$ cat config.mk
export PLATFORM = sky130hd
export DESIGN_NAME = dmem_access_unit
export DESIGN_NICKNAME = d
export VERILOG_FILES = /design/src/rtl/dmem_access_unit.sv
export SDC_FILE = /design/constraint.sdc
export NUM_CORES = 1
export LEC_CHECK = 0
export CORE_MARGIN = 5
export CORE_UTILIZATION = 35
export CTS_CLUSTER_DIAMETER = 60
export CTS_CLUSTER_SIZE = 30
export DETAILED_ROUTE_END_ITERATION = 12
export MAX_ROUTING_LAYER = met4
export PLACE_DENSITY = 0.76
export SETUP_SLACK_MARGIN = 0.15
export SLEW_MARGIN = 30
export SYNTH_ARGS = -nofsm -noshare
export SYNTH_HDL_FRONTEND = slang
export SYNTH_SLANG_ARGS = --single-unit
$ cat constraint.sdc
create_clock -name clk -period 1.76 [get_ports clk]
set_input_delay 0.44 -clock clk [delete_from_list [all_inputs] [get_ports clk]]
set_output_delay 0.44 -clock clk [all_outputs]
set_load 0.03 [all_outputs]
$ cat src/rtl/dmem_access_unit.sv
// dmem_access_unit: requester-side controller for the Data_Memory BRAM port.
// It takes one load or store at a time over a req/ready/done handshake and
// turns the 32-bit byte address into a word address. It drives the BRAM
// enable, write-enable, address and data lines from registers, and for loads
// it waits out the one-cycle BRAM read latency before returning the word.
module dmem_access_unit #(
  parameter int ADDR_W = 10,
  parameter int DATA_W = 32
) (
  input  logic              clk,
  input  logic              rst_n,
  input  logic              req,
  input  logic              we,
  input  logic [31:0]       addr,
  input  logic [DATA_W-1:0] wdata,
  output logic              ready,
  output logic              done,
  output logic              err,
  output logic [DATA_W-1:0] rdata,
  output logic              ena,
  output logic              wea,
  output logic [ADDR_W-1:0] addra,
  output logic [DATA_W-1:0] dina,
  input  logic [DATA_W-1:0] douta
);

  typedef enum logic [1:0] {
    IDLE    = 2'd0,
    ACCESS  = 2'd1,
    RD_WAIT = 2'd2,
    DONE    = 2'd3
  } state_t;

  state_t state;
  logic   we_q;
  logic   err_q;
  logic   bad_addr;

  // A request is rejected if it is not word aligned or lies beyond the last word.
  assign bad_addr = (addr[1:0] != 2'b00) || (addr[31:ADDR_W+2] != '0);

  // Request sequencing; every output is a register updated here.
  // NOTE: sequential state uses non-blocking (<=) assignments so that all
  // registers update together at the edge, whatever order the statements are in.
  always_ff @(posedge clk or negedge rst_n) begin
    if (!rst_n) begin
      state <= IDLE;
      we_q  <= 1'b0;
      err_q <= 1'b0;
      ready <= 1'b1;
      done  <= 1'b0;
      err   <= 1'b0;
      rdata <= '0;
      ena   <= 1'b0;
      wea   <= 1'b0;
      addra <= '0;
      dina  <= '0;
    end else begin
      case (state)
        IDLE: begin
          if (req) begin
            we_q  <= we;
            ready <= 1'b0;
            if (bad_addr) begin
              // The BRAM is never touched. DONE is entered with done still low,
              // so the pulse lands one cycle after accept, as it does for stores.
              err_q <= 1'b1;
              state <= DONE;
            end else begin
              err_q <= 1'b0;
              addra <= addr[ADDR_W+1:2];
              dina  <= wdata;
              ena   <= 1'b1;
              wea   <= we;
              state <= ACCESS;
            end
          end
        end

        ACCESS: begin
          // The BRAM samples ena/wea/addra/dina at the edge that closes this cycle.
          ena <= 1'b0;
          wea <= 1'b0;
          if (we_q) begin
            done  <= 1'b1;
            err   <= 1'b0;
            state <= DONE;
          end else begin
            state <= RD_WAIT;
          end
        end

        RD_WAIT: begin
          // douta carries the word read at the previous edge.
          rdata <= douta;
          done  <= 1'b1;
          err   <= 1'b0;
          state <= DONE;
        end

        DONE: begin
          if (done) begin
            done  <= 1'b0;
            err   <= 1'b0;
            ready <= 1'b1;
            state <= IDLE;
          end else begin
            // Second DONE cycle on the error path: raise the pulse now.
            done <= 1'b1;
            err  <= err_q;
          end
        end

        default: state <= IDLE;
      endcase
    end
  end

endmodule

-- Word-level counts from Yosys, hierarchy flattened
Index checks and enable logic that the tools add are counted.
- add/sub/neg operators: 0
- $mul: 0
- divide/modulo/power cells: 0
- order comparisons: 0
- equality and inequality tests: 7
- shift-type cells: 0
- mux-type cells: 21
- bitwise gates (word level): 1
- reduce and logical (&&, ||, !) cells: 13
- operators by type and width (cell ; number):
    $reduce_bool A20 Y1 ; 1
    $mux W1 ; 12
    $reduce_and A3 Y1 ; 3
    $ne A2 B2 Y1 const B ; 4
    $pmux W2 S4 ; 1
    $mux W2 ; 3
    $pmux W1 S2 ; 3
    $pmux W1 S3 ; 2
    $reduce_and A2 Y1 ; 3
    $reduce_bool A2 Y1 ; 3
    $eq A2 B2 Y1 const B ; 2
    $reduce_bool A3 Y1 ; 1
    $eq A2 B1 Y1 const B ; 1
    $logic_not A2 Y1 ; 1
    $logic_or A1 B1 Y1 ; 1
    $not A1 Y1 ; 1
- bits in registers: 83
- bits in latches: 0
- bits in writable memories: 0
- ROM bits: 0
- bits of input ports: 100
- output and inout bits: 79
- logic and storage cells: 53
- memories kept: 0

-- Longest topological paths before layout
Gate-level depths: netlist of run 1.
- word-level depth: 5
- mapped depth: 9
- gate-level depth less buffers: 6

-- Worst setup path before layout of run 1
Ideal clock, no wire load.
- path type: flip-flop to flip-flop
- from: register state[0]
- to: register addra[0]
- library setup time: 0.125 ns
- arrival time: 1.789 ns
- data required time: 1.635 ns
- path slack: -0.154 ns
- stages on the path, launching flop included: 9
- path buffers: 3
- period minus slack after synthesis: 1.914 ns
- path through: dfrtp_1 inv_1 ha_1 clkbuf_1 nand2_1 nor3_2 buf_4 buf_6 mux2_2
- longest elaborated chain between the ends: 2
- RTL lines (item ; line ; text):
    from (decl) ; 34 ; state_t state;
    from (signal assigned) ; 47 ; state <= IDLE;
    from (signal assigned) ; 68 ; state <= DONE;
    from (signal assigned) ; 75 ; state <= ACCESS;
    $logic_not A2 Y1 ; 59 ; case (state)
    $reduce_and A3 Y1 (no source line) ; - ;
    to (signal assigned) ; 71 ; addra <= addr[ADDR_W+1:2];
    to (decl) ; 22 ; output logic [ADDR_W-1:0] addra,
Every way passes these cells.
A chain may end at the register's enable or synchronous reset.

-- Final worst setup path of run 1
- from: input port addr[20]
- to: register addra[0]
- longest elaborated chain between the ends: 4
- RTL lines (item ; line ; text):
    from (decl) ; 14 ; input logic [31:0] addr,
    $reduce_bool A20 Y1 ; 40 ; assign bad_addr = (addr[1:0] != 2'b00) || (addr[31:ADDR_W+2] != '0);
    $logic_or A1 B1 Y1 ; 40 ;
    $not A1 Y1 (no source line) ; - ;
    $reduce_and A3 Y1 (no source line) ; - ;
Every way passes these cells.

==> reports/results.ini, run 1 <==
[floorplan]
die_w_um = 107
core_region_area_um2 = 9200
die_h_um = 107
io_pins = 179
start_util_pct = 35.6
placementRows = 35
die-area_um2 = 11400

[clock_tree]
clock_sinks = 83
cts_buffers = 9
cts_tree = yes
hold_buffers = 0
worstSkewPairLatency_ps = 340
clock_path_buffers = 2
clk_pin_slew_worst_paths_ps = 100
cts_root_buf = clkbuf_8
h-tree-depth = 3

[run_status]
violations = negative setup slack
outcome = complete, but fails checks

[logic_synthesis]
syn_nets = 319
avgSynthCellArea_um2 = 15.3
yosysSeqAreaShare_pct = 63.4
synth_seq_cells = 83
synth_cell_types = 26
synth_area_um2 = 3280
syn_inst = 214
synth_warnings = 0

[setup_path]
endpoint = addra[0]
critPathKind = input port to flop
reg2reg_depth = 10
critPathLaunchType = input port
crit_required_ps = 1980
startpoint = addr[20]
r2r-end = addra[0]
cp_data_arrival_time_ps = 2130
crit_path_end_kind = flop
r2r_start = state[1]
reg2reg_slack_ps = -130
cp_max_fo = 4

[grt]
grt_usage_pct = 16.5
grt_max_degree = 49
antenna_found_initial = 0
gr-total-overflow = 0
grt_pass1_wl_um = 14400
grt_pass1_vias = 2754

[routing]
ant_nets = 0
drc = 0
drtPass1Iterations = 4
drt_first_iter_violations = 38
wl_per_cell_um = 17.1
drt-total-wl_um = 9400
via_per_inst = 4.70
num_vias = 2583

[final_layout]
final_cell_mix = 82 x dfrtp_1, 76 x clkdlybuf4s50_1, 76 x dlygate4sd2_1
final_cells = 549
finish.utilization_pct = 66.1
mostFrequentLayoutCell = dfrtp_1
drive_above_1_share_pct = 36.8
syn2layout_area_growth_pct = 85.3
nets = 538
antennaDiodeCount = 0

[timing]
slew_violations = 0
rsz0062_at_grt = true
tightest_slew_ps = 344
fin_ws_ps = -145
setup_viol = 34
hold_violations = 0
period_share_pct = 108
whs_ps = 49.3
skew_ps = 16.5
fmax_mhz = 525
period_needed_ps = 1910
max_slew_margin_pct = 77.2

[placed_design]
placedCellCount = 506
gp_congestion = 0.730
io_buffers = 178
dp_hpwl_um = 6650
place_ws_ps = -633

[power]
vdd_drop_max_mv = 0.762
leakage_nw = 2.92
power.density_nw_per_um2 = 1150

[worst_hold_path]
hold_class = input port to asynchronous set/reset pin

[job]
cap_viol_max_count = 0

[how the worst min path moves through the flow]
stage               startpoint        to  slack (ps)  cells past startpoint
global placement         rst_n  dina[22]         420                      2
CTS                      rst_n  dina[23]          40                      2
floorplan                rst_n  addra[0]         140                      0
finish                   rst_n  dina[23]          50                      2
detailed placement       rst_n  dina[23]         430                      2
global route             rst_n  dina[15]          50                      2
[registers in the layout, summed over array words and instances (netlist names)]
name / flops
dina: 32
rdata: 32
addra: 10
state: 2
done: 1
ena: 1
err: 1
err_q: 1
ready: 1
we_q: 1
wea: 1
[worst max-delay path, stage by stage]
cell and delay [ps]:
clkdlybuf4s15_1 170, nor4_1 260, nand2_1 170, nor3_4 240, buf_12 130, buf_12 100
buf_12 120, buf_12 100, buf_16 100, mux2_4 290
[Yosys cell counts (all sizes together)]
library cell | count | share of area [%]
nand4 | 1 | 0.19
nand2 | 2 | 0.23
nor3 | 2 | 0.46
nor2b | 1 | 0.19
buf | 8 | 1.8
nor2 | 5 | 0.57
dfrtp | 82 | 63
o22a | 2 | 0.53
o21a | 1 | 0.23
clkbuf | 2 | 0.23
nand3b | 1 | 0.23
a21oi | 9 | 1.4
ha | 5 | 1.9
nand3 | 2 | 0.31
nand2b | 1 | 0.19
o21ai | 2 | 0.31
nor4 | 5 | 0.95
dfstp | 1 | 0.80
inv | 5 | 0.57
mux2 | 75 | 26
mux2i | 2 | 0.61
[power by group]
| group | internal [W] | switching (W) | total [W] |
|---|---|---|---|
| combinational | 0.00135 | 0.00164 | 0.00299 |
| sequential | 0.00237 | 0.000221 | 0.00259 |
| clock | 0.000701 | 0.000683 | 0.00138 |
[per-layer routing]
metal | track usage [%] | vias up | share of wire [%]
li1 | - | 1203 | -
met1 | 19.8 | 1269 | 41
met2 | 28.1 | 107 | 52
met3 | 3.61 | 4 | 6.4
met4 | 4.47 | 0 | 0.50
met5 | - | - | 0
[final cells by class]
| type | instances | area (um^2) |
|---|---|---|
| multi-input combinational | 116 | 1360 |
| sequential | 83 | 2080 |
| inverter | 5 | 18.8 |
| timing repair buffer | 218 | 2270 |
| clock buffer | 11 | 141 |
| clock inverter | 5 | 62.6 |
| fill | 699 | 3120 |
| tap | 111 | 139 |
[repair_timing]
action,in CTS,in global routing
buffers inserted,10,9
gates resized for setup,168,23
pin swaps,11,7
setup endpoints to repair,125,49
gates cloned,8,0
[cell families (layout without fill, tap and decap cells)]
family / Yosys count / after routing / share of synthesized area [%]
simple gates: 20 / 20 / 3.32
compound gates: 14 / 14 / 2.44
mux: 77 / 77 / 26.4
buf+inv: 15 / 239 / 2.56
flops: 83 / 83 / 63.4
fa+ha+maj: 5 / 5 / 1.91
[per-stage QoR]
stage          setup TNS [ps]  total power [W]  instance area (um^2)
2_1_floorplan               0          0.00445                  3470
3_3_place_gp           -23810          0.00580                  5440
3_5_place_dp           -26380          0.00587                  5440
4_1_cts                  -799          0.00699                  5940
5_1_grt                 -6660          0.00734                  6070
6_report                -2790          0.00696                  6070
Note: power is estimated with default switching activity, not from simulation.
==> run 2, diff against run 1 <==
--- a/config.mk
+++ b/config.mk
@@ -11,7 +11,8 @@
 export CTS_CLUSTER_SIZE = 30
 export DETAILED_ROUTE_END_ITERATION = 12
 export MAX_ROUTING_LAYER = met4
-export PLACE_DENSITY = 0.76
+export PLACE_DENSITY = 0.88
+export REMOVE_ABC_BUFFERS = 1
 export SETUP_SLACK_MARGIN = 0.15
 export SLEW_MARGIN = 30
 export SYNTH_ARGS = -nofsm -noshare
==> run 2 against run 1 <==
Effect of this change:
- the run still ends with negative setup slack left
- global-route usage is 1.6 points higher
- power is 0.16% higher
- die area stayed put
- fmax is 1.4% higher
==> reports/results.ini, run 2 (same netlist as run 1, synthesis figures left out) <==
[setup_path]
cpPeakStageDelay_ps = 300
crit_chain = clkbuf_2 > nor4_1 > nand4_1 > nor3_4 > buf_6 > buf_6 > buf_12 > buf_16 > mux2_4
critPathLaunchType = input port
crit_top_cell = buf_6
cp_max_fo = 5
crit_path_end_kind = flop
cp_data_arrival_time_ps = 2100
crit_required_ps = 1990
cpMaxStageDelayCell = nor3_4
critPathKind = input port to flop

[clock_tree]
worstSkewPairLatency_ps = 340
cts_buffers = 9
clock_path_buffers = 2
cts_root_buf = clkbuf_8
h-tree-depth = 3
cts_tree = yes
clock_sinks = 83
clk_pin_slew_worst_paths_ps = 80

[final_layout]
final_cell_mix = 82 x dfrtp_1, 75 x clkdlybuf4s50_1, 68 x dlygate4sd2_1
drive_above_1_share_pct = 35.4
ff_latch_area_um2 = 2080
multi_input_area_um2 = 1360
antennaDiodeCount = 0
reg_top3 = dina x32, rdata x32, addra x10
mostFrequentLayoutCell = dfrtp_1
final_cells = 540
syn2layout_area_growth_pct = 80.8
design_area_um2 = 5930
nets = 530
fill_cells = 693

[timing]
period_needed_ps = 1880
tightest_slew_ps = 444
skew_ps = 6.72
hold_violations = 0
period_share_pct = 107
whs_ps = 108
slew_violations = 0
fin_ws_ps = -119
rsz0062_at_grt = true
setup_viol = 43
max_slew_margin_pct = 70.4
fmax_mhz = 532

[floorplan]
die-area_um2 = 11400
die_h_um = 107
io_pins = 179
die_w_um = 107
start_util_pct = 35.6
placementRows = 35
core_region_area_um2 = 9200

[placed_design]
placedCellCount = 504
dp_hpwl_um = 6460
placed_area_um2 = 5260
gp_congestion = 0.747
io_buffers = 178

[run_status]
violations = negative setup slack
outcome = complete, but fails checks

[power]
power_frac_seq_pct = 37.0
netSwitchingFraction_pct = 35.6
power.density_nw_per_um2 = 1180
vdd_drop_max_mv = 0.762
leakage_nw = 2.84
p_int_w = 0.00449
clkPwrFrac_pct = 20.7
switching_power_w = 0.00248
power_frac_comb_pct = 42.3

[grt]
busiest_layer = met2
met3_usage_pct = 5.78
grt.met2_usage_pct = 29.4
grt_max_degree = 84
grt_pass1_vias = 2925
grt_usage_pct = 18.0
gr-total-overflow = 0
use_met1_pct = 21.7
grt_pass1_wl_um = 15500
antenna_found_initial = 0

[routing]
drt_first_iter_violations = 85
via_per_inst = 4.77
drtPass1Iterations = 4
ant_nets = 0
drc = 0
drt-total-wl_um = 9940
wl_per_cell_um = 18.4
num_vias = 2578

[job]
cap_viol_max_count = 0

[worst_hold_path]
hold_class = input port to asynchronous set/reset pin

[run 2: cell types whose count changed in the layout (fill, tap and decap cells not counted), sizes merged]
cell	previous run	this run
buf	52	44
clkdlybuf4s15	12	20
dlygate4sd2	76	68
clkinvlp	2	0
bufinv	1	2
clkdlybuf4s50	76	75
clkinv	2	3
[run 2: cell type report]
| type | count | share of cell area [%] |
|---|---|---|
| Clock buffer | 10 | 2.15 |
| Clock inverter | 5 | 1.33 |
| Inverter | 5 | 0.317 |
| Multi-Input combinational cell | 116 | 22.9 |
| Sequential cell | 83 | 35.1 |
| Tap cell | 111 | 2.34 |
| Timing Repair Buffer | 210 | 35.9 |
[run 2: worst paths after layout]
check / from / end / slack [ps] / depth (start not counted)
worst max-delay path: addr[18] / dina[29] / -120 / 9
worst min-delay path: rst_n / rdata[20] / 110 / 2
worst max register to register: state[1] / dina[29] / 20 / 9
worst min register to register: rdata[13] / rdata[13] / 510 / 1
max in group asynchronous: rst_n / dina[25] / 1290 / 2
min in group clk: rdata[13] / rdata[13] / 510 / 1
[run 2: metrics by stage]
step	total power (W)	setup WS, ps	TNS, ps	utilization [%]
CTS	0.00702	6.62	0	63.6
floorplan	0.00438	-1490	-70700	-
finish	0.00698	-119	-3310	64.5
global route	0.00739	-241	-8460	64.5
global placement	0.00570	-619	-26990	57.2
detailed placement	0.00581	-676	-28990	57.2
[run 2: critical path: cells and delay by family]
kind | cells | cell delay, ps
AND/OR/NAND/NOR | 3 | 820
buffers and inverters | 5 | 530
multiplexers | 1 | 290
[run 2: power by group through the flow]
stage | registers (W) | logic [W] | clock network, W
floorplan | 0.00345 | 0.000927 | 0
global placement | 0.00261 | 0.00310 | 0
detailed placement | 0.00264 | 0.00317 | 0
CTS | 0.00259 | 0.00294 | 0.00150
global route | 0.00265 | 0.00315 | 0.00159
finish | 0.00258 | 0.00295 | 0.00144
[run 2: routing by layer]
| metal | vias up | wire [um] |
|---|---|---|
| met5 | - | 0 |
| li1 | 1179 | - |
| met2 | 122 | 5000 |
| met1 | 1267 | 4070 |
| met3 | 10 | 724 |
| met4 | 0 | 146 |
[run 2: what timing repair did]
item / CTS / global route
hold buffers: 0 / 0
buffers inserted: 13 / 1
gates resized for setup: 194 / 39
pin swaps: 10 / 8
endpoints found under the setup margin: 125 / 61
gates cloned: 7 / 0
==> patch (config.mk and constraints of run 1) <==
Encoding of `state_t`: now one-hot (4 bits for 4 states).
--- a/src/rtl/dmem_access_unit.sv
+++ b/src/rtl/dmem_access_unit.sv
@@ -25,9 +25,9 @@
 );
 
-  typedef enum logic [1:0] {
-    IDLE    = 2'd0,
-    ACCESS  = 2'd1,
-    RD_WAIT = 2'd2,
-    DONE    = 2'd3
+  typedef enum logic [3:0] {
+    IDLE    = 4'b0001,
+    ACCESS  = 4'b0010,
+    RD_WAIT = 4'b0100,
+    DONE    = 4'b1000
   } state_t;
 
Formal check against the unedited RTL: same outputs for any inputs over 10 cycles, from zero or initial values and one cycle with rst_n low; not proved beyond that.
==> patch against run 1 <==
  * The flow still finishes with violations (setup timing)
  * First-iteration DRC count up 66%
  * Setup slack got worse by 110 ps
  * Wire length rose by 5.6%
  * Final area up 0.70%
  * Area after synthesis is 0.61% higher
  * Sequential cell count is 2 higher
  * Largest cell class unchanged
  * Highest routed layer unchanged
Power is not compared: it rests on default switching activity, and its combinational part moved more than twofold at a synthesized area within 25%.
==> patch: results (changes against run 1) <==
- Buffering overhead: 36.12% (-1.3 points)
- First-pass GRT wire length: 14.97 mm (+3.7%)
- Critical Path AT: 2250 ps (+120 ps)
- Max-slew headroom: 69.83% (-7.3 points)
- Mux cell area share after synthesis: 25.91% (-0.46 points)
- Max incr delay on CP: 450 ps (+160 ps)
- First drt pass iteration count: 4 (unchanged)
- GRT Util Overall: 16.99% (+0.52 points)
- Met3 Usage GRT: 4.877% (+1.3 points)
- Setup WS post-layout: -252.5 ps (-107.5 ps)
- Post-synthesis adder-cell area fraction: 0% (-1.9 points)
- Failing checks: setup timing
- Multi-In Gates: 115 (-0.86%)
- Signal inverters: 2 (-3)
- WL final: 9.920 mm (+5.6%)
- Status: complete, but fails checks
- Non-Filler Instances: 542 (-1.3%)
- Longest Clk Path Bufs: 2 (unchanged)
- Post-CTS Resized: 163 (-3.0%)
- Final setup fails: 44 (+29%)
- Sequential Area: 2131 um2 (+2.5%)
- Post-Syn Nets: 309 (-3.1%)
- M1 GR Usage: 21.09% (+1.3 points)
- Clk cell area share: 3.293% (-0.064 points)
- Bufs w/o clock: 213 (-2.3%)
- Starting DRT DRC Count: 63 (+66%)
- Multi-input gate area: 1429 um2 (+4.8%)
- Met2 wire length: 4.877 mm (-1.1%)
- Layout cell share with drive strength beyond 1: 33.18% (-3.6 points)
- Placed Cells: 503 (-0.59%)
- CP max-delay cell: clkdlybuf4s50_1
- Area grow syn2layout: 85.47% (about the same)
- CP max FO: 5 (+1)
- Mean post-synth cell area: 15.78 um2 (+3.0%)
- Routing usage on met2: 27.21% (-0.89 points)
- Placed cell areas: 5368 um2 (-1.3%)
- Worst Skew: 12.96 ps (-3.510 ps)
- Setup bufs post-CTS: 12 (+2)
- Die width: 107.1 um (+0.28%)
- Commonest cells in the netlist: dfrtp_1, mux2_2, nor2_1, nor4_1
- Dpl ws: -622.9 ps (+9.764 ps)
- Filler cells: 725 (+3.7%)
- Via density per instance: 4.675 (-0.63%)
- Yosys cell types: 26 (unchanged)
- Vias in the first global route: 2912 (+5.7%)
- CP top delay family: buffers and inverters
- Synth area leaders: dfrtp_1, mux2_2, dfstp_2
- TNS Setup: -8669 ps (-5878 ps)
- Compound-cell area share of the yosys netlist: 1.783% (-0.66 points)
- Sequential-to-total area share from yosys stat: 64.57% (+1.2 points)
- Final nets: 526 (-2.2%)
- Met3 wire len: 580 um (-3.5%)
- Total clock sinks: 85 (+2.4%)
==> patch: cell count changes after synthesis, moves of 3 or more <==
cell / change
a21oi_1: -6
buf_1: -3
ha_1: -5
inv_1: -3
o21ai_0: +3
==> patch: worst paths after layout <==
| path | start | endpoint | slack [ps] | cells after the start |
|---|---|---|---|---|
| max | req | addra[8] | -250 | 10 |
| min | rst_n | rdata[5] | 110 | 2 |
| max reg2reg | state[0] | addra[8] | -240 | 9 |
| min reg2reg | ena | ena | 480 | 1 |
| max in group asynchronous | rst_n | state[0] | 1250 | 2 |
| min in group clk | ena | ena | 480 | 1 |
==> patch: cells by family after synthesis <==
family          count (synthesis)
compound gates                 10
mux                            76
flops                          85
simple gates                   29
buf+inv                         9
==> patch: power groups by stage <==
stage	registers [mW]	clock network [mW]	logic, mW
2_1_floorplan	2.20	0	0.145
3_3_place_gp	2.12	0	0.653
3_5_place_dp	2.12	0	0.670
4_1_cts	2.08	1.45	0.643
5_1_grt	2.10	1.53	0.695
6_report	2.09	1.39	0.649
